--- config.mk ---
export PLATFORM = sky130hd
export DESIGN_NAME = multicycle_ctrl
export DESIGN_NICKNAME = d
export VERILOG_FILES = /design/src/rtl/cpu_ctrl_pkg.sv /design/src/rtl/retire_counter.sv /design/src/rtl/multicycle_ctrl.sv
export SDC_FILE = /design/constraint.sdc
export NUM_CORES = 1
export LEC_CHECK = 0
export CORE_AREA = 10 10 100 67
export CTS_CLUSTER_SIZE = 16
export DETAILED_ROUTE_END_ITERATION = 12
export DIE_AREA = 0 0 110 77
export GPL_TIMING_DRIVEN = 0
export PLACE_DENSITY = 0.8
export SLEW_MARGIN = 15
export SYNTH_ARGS = -nofsm -noshare
export SYNTH_HDL_FRONTEND = slang
export SYNTH_SLANG_ARGS = --single-unit
--- constraint.sdc ---
create_clock -name clock -period 3.2 [get_ports clock]
set_clock_uncertainty 0.2 [all_clocks]
set_input_delay 0.8 -clock clock [delete_from_list [all_inputs] [get_ports clock]]
set_output_delay 0.8 -clock clock [all_outputs]
set_load 0.03 [all_outputs]
--- src/rtl/cpu_ctrl_pkg.sv ---
// Shared encodings for the multicycle CPU control path: FSM state codes,
// instruction opcodes and PC source selects.
package cpu_ctrl_pkg;

  typedef enum logic [2:0] {
    ST_IDLE   = 3'd0,
    ST_FETCH  = 3'd1,
    ST_DECODE = 3'd2,
    ST_EXEC   = 3'd3,
    ST_MEM    = 3'd4,
    ST_WB     = 3'd5,
    ST_TRAP   = 3'd6
  } state_t;

  typedef enum logic [1:0] {
    PC_SRC_ALU    = 2'd0,
    PC_SRC_ALUOUT = 2'd1,
    PC_SRC_JUMP   = 2'd2
  } pc_src_t;

  localparam logic [5:0] OP_R   = 6'h00;
  localparam logic [5:0] OP_LW  = 6'h23;
  localparam logic [5:0] OP_SW  = 6'h2B;
  localparam logic [5:0] OP_BEQ = 6'h04;
  localparam logic [5:0] OP_J   = 6'h02;

  function automatic logic op_is_legal(input logic [5:0] op);
    logic legal;
    case (op)
      OP_R, OP_LW, OP_SW, OP_BEQ, OP_J: legal = 1'b1;
      default:                          legal = 1'b0;
    endcase
    return legal;
  endfunction

endpackage

--- src/rtl/retire_counter.sv ---
// Free-running count of retired instructions; wraps modulo 2^CNTW.
module retire_counter #(
  parameter int CNTW = 32
) (
  input  logic            clock,
  input  logic            reset,
  input  logic            en,
  output logic [CNTW-1:0] count
);

  logic [CNTW-1:0] count_r;

  // Count register: reset has priority over a same-cycle completion
  always_ff @(posedge clock) begin
    if (reset) begin
      count_r <= {CNTW{1'b0}};
    end else if (en) begin
      count_r <= count_r + {{(CNTW-1){1'b0}}, 1'b1};
    end else begin
      count_r <= count_r;
    end
  end

  assign count = count_r;

endmodule

--- src/rtl/multicycle_ctrl.sv ---
// Multicycle control sequencer: walks each instruction through
// fetch/decode/execute/memory/write-back and drives datapath enables.
module multicycle_ctrl
  import cpu_ctrl_pkg::*;
#(
  parameter int CNTW = 32
) (
  input  logic            clock,
  input  logic            reset,
  input  logic            start,
  input  logic [5:0]      opcode,
  input  logic            zero,
  input  logic            mem_ready,
  output logic            ir_load,
  output logic            a_load,
  output logic            b_load,
  output logic            aluout_load,
  output logic            mdr_load,
  output logic            pc_load,
  output logic [1:0]      pc_src,
  output logic            mem_read,
  output logic            mem_write,
  output logic            rf_write,
  output logic            mem_to_reg,
  output logic            reg_dst,
  output logic            busy,
  output logic            done,
  output logic            illegal,
  output logic [2:0]      state,
  output logic [CNTW-1:0] retired
);

  state_t     state_r;
  state_t     state_nxt_s;
  logic [5:0] op_r;
  logic       done_r;
  logic       complete_s;
  pc_src_t    pc_src_s;

  // State, latched opcode and completion pulse registers
  always_ff @(posedge clock) begin
    if (reset) begin
      state_r <= ST_IDLE;
      op_r    <= 6'h00;
      done_r  <= 1'b0;
    end else begin
      state_r <= state_nxt_s;
      done_r  <= complete_s;
      if (state_r == ST_DECODE) begin
        op_r <= opcode;
      end else begin
        op_r <= op_r;
      end
    end
  end

  // Next-state and output decode; only mem_ready and zero qualify outputs
  always_comb begin
    state_nxt_s = state_r;
    complete_s  = 1'b0;
    ir_load     = 1'b0;
    a_load      = 1'b0;
    b_load      = 1'b0;
    aluout_load = 1'b0;
    mdr_load    = 1'b0;
    pc_load     = 1'b0;
    pc_src_s    = PC_SRC_ALU;
    mem_read    = 1'b0;
    mem_write   = 1'b0;
    rf_write    = 1'b0;
    mem_to_reg  = 1'b0;
    reg_dst     = 1'b0;
    illegal     = 1'b0;
    case (state_r)
      ST_IDLE: begin
        if (start) begin
          state_nxt_s = ST_FETCH;
        end else begin
          state_nxt_s = ST_IDLE;
        end
      end
      ST_FETCH: begin
        mem_read = 1'b1;
        if (mem_ready) begin
          ir_load     = 1'b1;
          pc_load     = 1'b1;
          pc_src_s    = PC_SRC_ALU;
          state_nxt_s = ST_DECODE;
        end else begin
          state_nxt_s = ST_FETCH;
        end
      end
      ST_DECODE: begin
        a_load      = 1'b1;
        b_load      = 1'b1;
        aluout_load = 1'b1;
        if (op_is_legal(opcode)) begin
          state_nxt_s = ST_EXEC;
        end else begin
          state_nxt_s = ST_TRAP;
        end
      end
      ST_EXEC: begin
        case (op_r)
          OP_R: begin
            aluout_load = 1'b1;
            state_nxt_s = ST_WB;
          end
          OP_LW, OP_SW: begin
            aluout_load = 1'b1;
            state_nxt_s = ST_MEM;
          end
          OP_BEQ: begin
            pc_src_s    = PC_SRC_ALUOUT;
            pc_load     = zero;
            state_nxt_s = ST_IDLE;
            complete_s  = 1'b1;
          end
          OP_J: begin
            pc_src_s    = PC_SRC_JUMP;
            pc_load     = 1'b1;
            state_nxt_s = ST_IDLE;
            complete_s  = 1'b1;
          end
          default: begin
            state_nxt_s = ST_TRAP;
          end
        endcase
      end
      ST_MEM: begin
        // Strobes stay asserted for every cycle the memory stalls
        if (op_r == OP_SW) begin
          mem_write = 1'b1;
          if (mem_ready) begin
            state_nxt_s = ST_IDLE;
            complete_s  = 1'b1;
          end else begin
            state_nxt_s = ST_MEM;
          end
        end else begin
          mem_read = 1'b1;
          if (mem_ready) begin
            mdr_load    = 1'b1;
            state_nxt_s = ST_WB;
          end else begin
            state_nxt_s = ST_MEM;
          end
        end
      end
      ST_WB: begin
        rf_write    = 1'b1;
        mem_to_reg  = (op_r == OP_LW);
        reg_dst     = (op_r == OP_R);
        state_nxt_s = ST_IDLE;
        complete_s  = 1'b1;
      end
      ST_TRAP: begin
        illegal     = 1'b1;
        state_nxt_s = ST_TRAP;
      end
      default: begin
        state_nxt_s = ST_IDLE;
      end
    endcase
  end

  retire_counter #(.CNTW(CNTW)) u_retire_counter (
    .clock (clock),
    .reset (reset),
    .en    (complete_s),
    .count (retired)
  );

  assign pc_src = pc_src_s;
  assign state  = state_r;
  assign busy   = (state_r != ST_IDLE);
  assign done   = done_r;

endmodule

# ---- After elaboration in Yosys (flattened, before gate mapping)
# Cells that the tools add are included.
dict set report word_totals {
  input_bits 11
  reg_bits 42
  elab_cells 59
}
dict set report classes {
  n_reduce_logical 8
  n_mux 32
  eq_ne 14
  n_addsub 1
}
# operator count
set ops {}
lappend ops {{32-bit by 1-bit adder with 32-bit output, second input constant} 1}
lappend ops {{6-bit equality test, second input constant} 4}
lappend ops {{1-bit 2-to-1 mux} 19}
lappend ops {{3-bit case mux with 6 select lines} 1}
lappend ops {{6-bit by 2-bit equality test with 1-bit output, second input constant} 2}
lappend ops {{6-bit by 3-bit equality test with 1-bit output, second input constant} 2}
lappend ops {{6-bit zero test} 2}
lappend ops {{3-bit equality test, second input constant} 3}
lappend ops {{3-bit 2-to-1 mux} 3}
lappend ops {{3-bit case mux with 3 select lines} 1}
lappend ops {{1-bit case mux with 2 select lines} 4}
lappend ops {{3-bit by 2-bit equality test with 1-bit output, second input constant} 2}
lappend ops {{5-bit OR reduction} 1}
lappend ops {{2-bit 2-to-1 mux} 2}
lappend ops {{2-bit case mux with 2 select lines} 1}
lappend ops {{2-bit OR reduction} 2}
lappend ops {{3-bit by 1-bit equality test with 1-bit output, second input constant} 1}
lappend ops {{3-bit zero test} 1}
lappend ops {{1-bit case mux with 3 select lines} 1}
lappend ops {{3-bit nonzero test} 1}
lappend ops {{3-bit OR reduction} 1}

# ---- Longest topological paths before layout
dict set report logic_depth {
  depth_word 6
  depth_mapped 7
  depth_no_buf 6
}

# ---- By module
# From an unflattened synthesis, not the netlist that was laid out.
dict set report hier_totals {
  hier_cells 265
  area_unflattened_um2 2239.6
}
# mod n_inst area_per_inst_um2 cells_per_inst seq_area_each_um2
set by_module_without_submodules {}
lappend by_module_without_submodules {retire_counter 1 1564.0 181 640.6}
lappend by_module_without_submodules {multicycle_ctrl 1 675.6 84 200.2}

# ---- Least setup slack after synthesis
# No wires, ideal clock.
dict set report synth_timing {
  kind {flip-flop to output port}
  from {register op_r[0]}
  to {output port aluout_load}
  stages_incl_launch_ff 4
  setup_slack_ns 0.148
  t_arrival_ns 2.052
  path_cell_list {dfxtp_1 > or4_4 > or3_1 > a311oi_1}
}
dict set report synth_via {
  elab_chain_len 4
}
# element line
set synth_lines {}
lappend synth_lines {{from (decl)} multicycle_ctrl.sv:35} ;# logic [5:0] op_r;
lappend synth_lines {{from (signal assigned)} multicycle_ctrl.sv:50} ;# op_r <= opcode;
lappend synth_lines {{from (signal assigned)} multicycle_ctrl.sv:52} ;# op_r <= op_r;
lappend synth_lines {{6-bit equality test or 6-bit zero test (tied branches)} multicycle_ctrl.sv:104} ;# case (op_r)
lappend synth_lines {{3-bit OR reduction (no line) *} -}
lappend synth_lines {{1-bit 2-to-1 mux *} multicycle_ctrl.sv:104}
lappend synth_lines {{1-bit case mux with 2 select lines *} multicycle_ctrl.sv:74} ;# case (state_r)
lappend synth_lines {{to (decl)} multicycle_ctrl.sv:17} ;# output logic aluout_load,
# Mark *: on every way between the ends. The rest lies on a longest branch, timed or not.

# ---- Worst setup path after layout
dict set report layout_timing {
  from {input port mem_ready}
  to {output port ir_load}
}
dict set report layout_via {
  elab_chain_len 2
}
# element line
set layout_lines {}
lappend layout_lines {{from (decl)} multicycle_ctrl.sv:13} ;# input logic mem_ready,
lappend layout_lines {{1-bit 2-to-1 mux} multicycle_ctrl.sv:84} ;# if (mem_ready) begin
lappend layout_lines {{1-bit 2-to-1 mux} multicycle_ctrl.sv:74}
lappend layout_lines {{to (decl)} multicycle_ctrl.sv:14} ;# output logic ir_load,
# No other way between the ends.

==> flow_metrics.env <==
export IMPL_outcome="finished, final reports clean"
export IMPL_nFillCells=449
export IMPL_first_global_vias=2274
export IMPL_cell_breakdown_of_the_critical_path="clkdlybuf4s50_1 > nor2b_2 > and2_1 > dlygate4sd2_1"
export IMPL_ys_dominant_reg_cell="dfxtp_1"
export IMPL_grt_most_used_layer="met1"
export IMPL_final_hold_violation_count=0
export IMPL_setup_worst_path_end_class="output port"
export IMPL_vias_per_cell=6.04
export IMPL_worstPathArrival_ns=2.15
export IMPL_netlist_area_um2=2260
export IMPL_grt_start_max_net_pins=13
export IMPL_max_slew_margin=0.523
export IMPL_synth_warning_count=0
export IMPL_ratio_of_cells_with_drive_above_1_in_the_final_layout=0.0817
export IMPL_totalPowerFinal_mw=1.14
export IMPL_initial_antenna_violation_count=0
export IMPL_setup_viol_count_final=0
export IMPL_worst_endpoint_required_ns=2.20
export IMPL_timing_final_max_slew_violations=0
export IMPL_met2_usage=0.234
export IMPL_global_route_wire_length_before_repair_um=11600
export IMPL_routabilityCongestion=0.969
export IMPL_floorplan_initialDensity=0.463
export IMPL_dr_total_vias=2543
export IMPL_post_route_min_period_ns=3.15
export IMPL_nets=366
export IMPL_worstPathMaxFanout=4
export IMPL_area_of_the_die_um2=8470
export IMPL_hold_path_class="reg2reg"
export IMPL_maxClockFrequency_mhz=318
export IMPL_final_hold_worst_slack_ns=0.293
export IMPL_drt_drc_violations_left=0
export IMPL_io_pins=62
export IMPL_r2r_slack_ns=0.51
export IMPL_track_usage=0.168
export IMPL_rsz0062_at_grt="false"
export IMPL_wl_per_cell_um=17.5
export IMPL_static_leakage_power_nw=1.02
export IMPL_timing_worst_slew_pin_value_ns=0.713
export IMPL_core_area_um2=4880
export IMPL_synth_async_reset_ratio=0
export IMPL_cts_resized=18
export IMPL_worst_skew_pair_late_latency_ns=0.29
export IMPL_per_instance_average_area_after_synthesis_um2=7.90
export IMPL_global_route_overflow_total=0
export IMPL_path_class="in2out"
export IMPL_setup_slack_at_placement_ns=-0.340
export IMPL_drtAntennaViolNets=0
export IMPL_htree_levels=2
export IMPL_cts_root_to_sink_buffers=2
export IMPL_synth_edf_count=0
export IMPL_floorplan_rows=20
export IMPL_fin_crit_sh=0.983
export IMPL_slowest_stage="clkdlybuf4s50_1"
export IMPL_area_growth_synth_to_final_pct=34.8
export IMPL_grtUsageMet3=0.0476
export IMPL_syn_num_nets=298
export IMPL_cts_sink_count=42
export IMPL_fin_setup_tns_ns=0
export IMPL_cap_viol_max_count=0
export IMPL_cts_clk_slew_worst_paths_ns=0.08
export IMPL_yosysUniqueCellTypes=42
export IMPL_postSynthCellCount=286
export IMPL_drt_total_wl_um=7380
export IMPL_antenna_cells_inserted=0
export IMPL_seq_area_frac_synth=0.372
export IMPL_worst_ir_drop_vdd_v=0.000262
export IMPL_timing_final_ws_setup_ns=0.0546
export IMPL_cts_buffers=5
export IMPL_cts_hold_fix_buffers=0
export IMPL_slowest_delay_ns=0.54
export IMPL_post_cts_setup_buffer_count=0
export IMPL_powerDensity_nw_per_um2=375
export IMPL_i_o_buffers=61
export IMPL_cts_root_buf="clkbuf_8"
export IMPL_y_dimension_of_the_die_um=77
export IMPL_globalRouteMet1Util=0.243
export IMPL_place_detailed_hpwl_um=5530
export IMPL_drtPass1Iterations=5
export IMPL_clock_tree_from_tritoncts="yes"
export IMPL_critPathTopFamily="buffers and inverters"
export IMPL_detail_route_iter0_violations=143
export IMPL_postSynthRegisterBits=42
export IMPL_die_x_um=110
export IMPL_worst_path_buf_inv=2
export IMPL_startpoint_type="primary input"
layout make-up:
type | instances | area [um^2] | area share
timing repair buffer | 61 | 592 | 0.194
tap | 66 | 82.6 | 0.0271
sequential | 42 | 842 | 0.276
buffer | 16 | 73.8 | 0.0242
inverter | 6 | 22.5 | 0.00740
clock inverter | 1 | 5.00 | 0.00164
clock buffer | 7 | 86.3 | 0.0283
multi-input combinational | 222 | 1340 | 0.440
worst register-to-register path: stages (launching register included):
cell and delay [ns]:
dfxtp_1 0.55, and2b_1 0.32, a32oi_4 0.40, clkbuf_1 0.48
buf_2 0.36, mux2i_1 0.21, nor2_1 0.05
logic make-up (layout without fill, tap and decap cells):
family,Yosys count,after routing,share of synthesized area
compound gates,89,89,0.237
xor+xnor,1,1,0.00388
fa+ha+maj,1,1,0.00554
buf+inv,22,91,0.0421
mux,2,2,0.00942
simple gates,129,129,0.330
flops,42,42,0.372
cells in the mapped netlist (3+ instances only):
cell type  instances  area, um^2
nor3_1             4        20.0
o21ai_0           25         125
nand3_1           12        60.1
dfxtp_1           42         841
o31ai_1           13        97.6
or4_1             13        97.6
clkbuf_1          13        48.8
inv_1              6        22.5
nand2_1           18        67.6
and3_1             7        43.8
or3_1             18         113
nand2b_1           4        25.0
nor2_1            15        56.3
nand4_1           15        93.8
and2_1             6        37.5
a21oi_1           41         205
nor2b_1            6        37.5
or2_2              3        18.8
per-stage QoR:
step / util / instances / area, um^2
floorplan: - / 286 / 2260
global placement: 0.605 / 413 / 2950
detailed placement: 0.605 / 413 / 2950
CTS: 0.625 / 421 / 3050
global route: 0.624 / 421 / 3050
finish: 0.624 / 421 / 3050
flip-flops by register name (all words and copies together) (netlist names):
register                cells
done                        1
state                       3
u_retire_counter.count     32
op_r                        6
cell usage in the layout (no fill, tap or decap), types with 4 or more instances in the layout:
master            n
nor2b_1           5
nand3_1          12
clkbuf_8          6
a21oi_1          41
dfxtp_1          41
nand2_1          18
clkdlybuf4s50_1  49
o21ai_0          25
and3_1            7
or3_1            18
nor2_1           14
inv_1             6
and2_1            6
dlygate4sd2_1     5
or4_1            13
clkbuf_1         13
nor3_1            4
nand4_1          15
o31ai_1          13
final timing paths:
path	startpoint	to	cells past startpoint
hold reg to reg	u_retire_counter.count[31]	u_retire_counter.count[31]	2
setup / recovery	mem_ready	ir_load	4
setup reg to reg	state[2]	u_retire_counter.count[1]	6
hold / removal	u_retire_counter.count[31]	u_retire_counter.count[31]	2
metal layers:
| metal | vias to the layer above | wire, um |
|---|---|---|
| met5 | - | 0 |
| met2 | 99 | 3120 |
| met1 | 1222 | 3550 |
| met4 | 0 | 57 |
| met3 | 4 | 652 |
| li1 | 1218 | - |
where the power goes:
group | internal (mW) | leakage [nW] | total (mW) | switching [mW]
sequential | 0.533 | 0.339 | 0.553 | 0.0198
combinational | 0.0880 | 0.634 | 0.234 | 0.146
clock | 0.174 | 0.0482 | 0.356 | 0.182
total | 0.795 | 1.02 | 1.14 | 0.348
(Power assumes the default switching activity.)
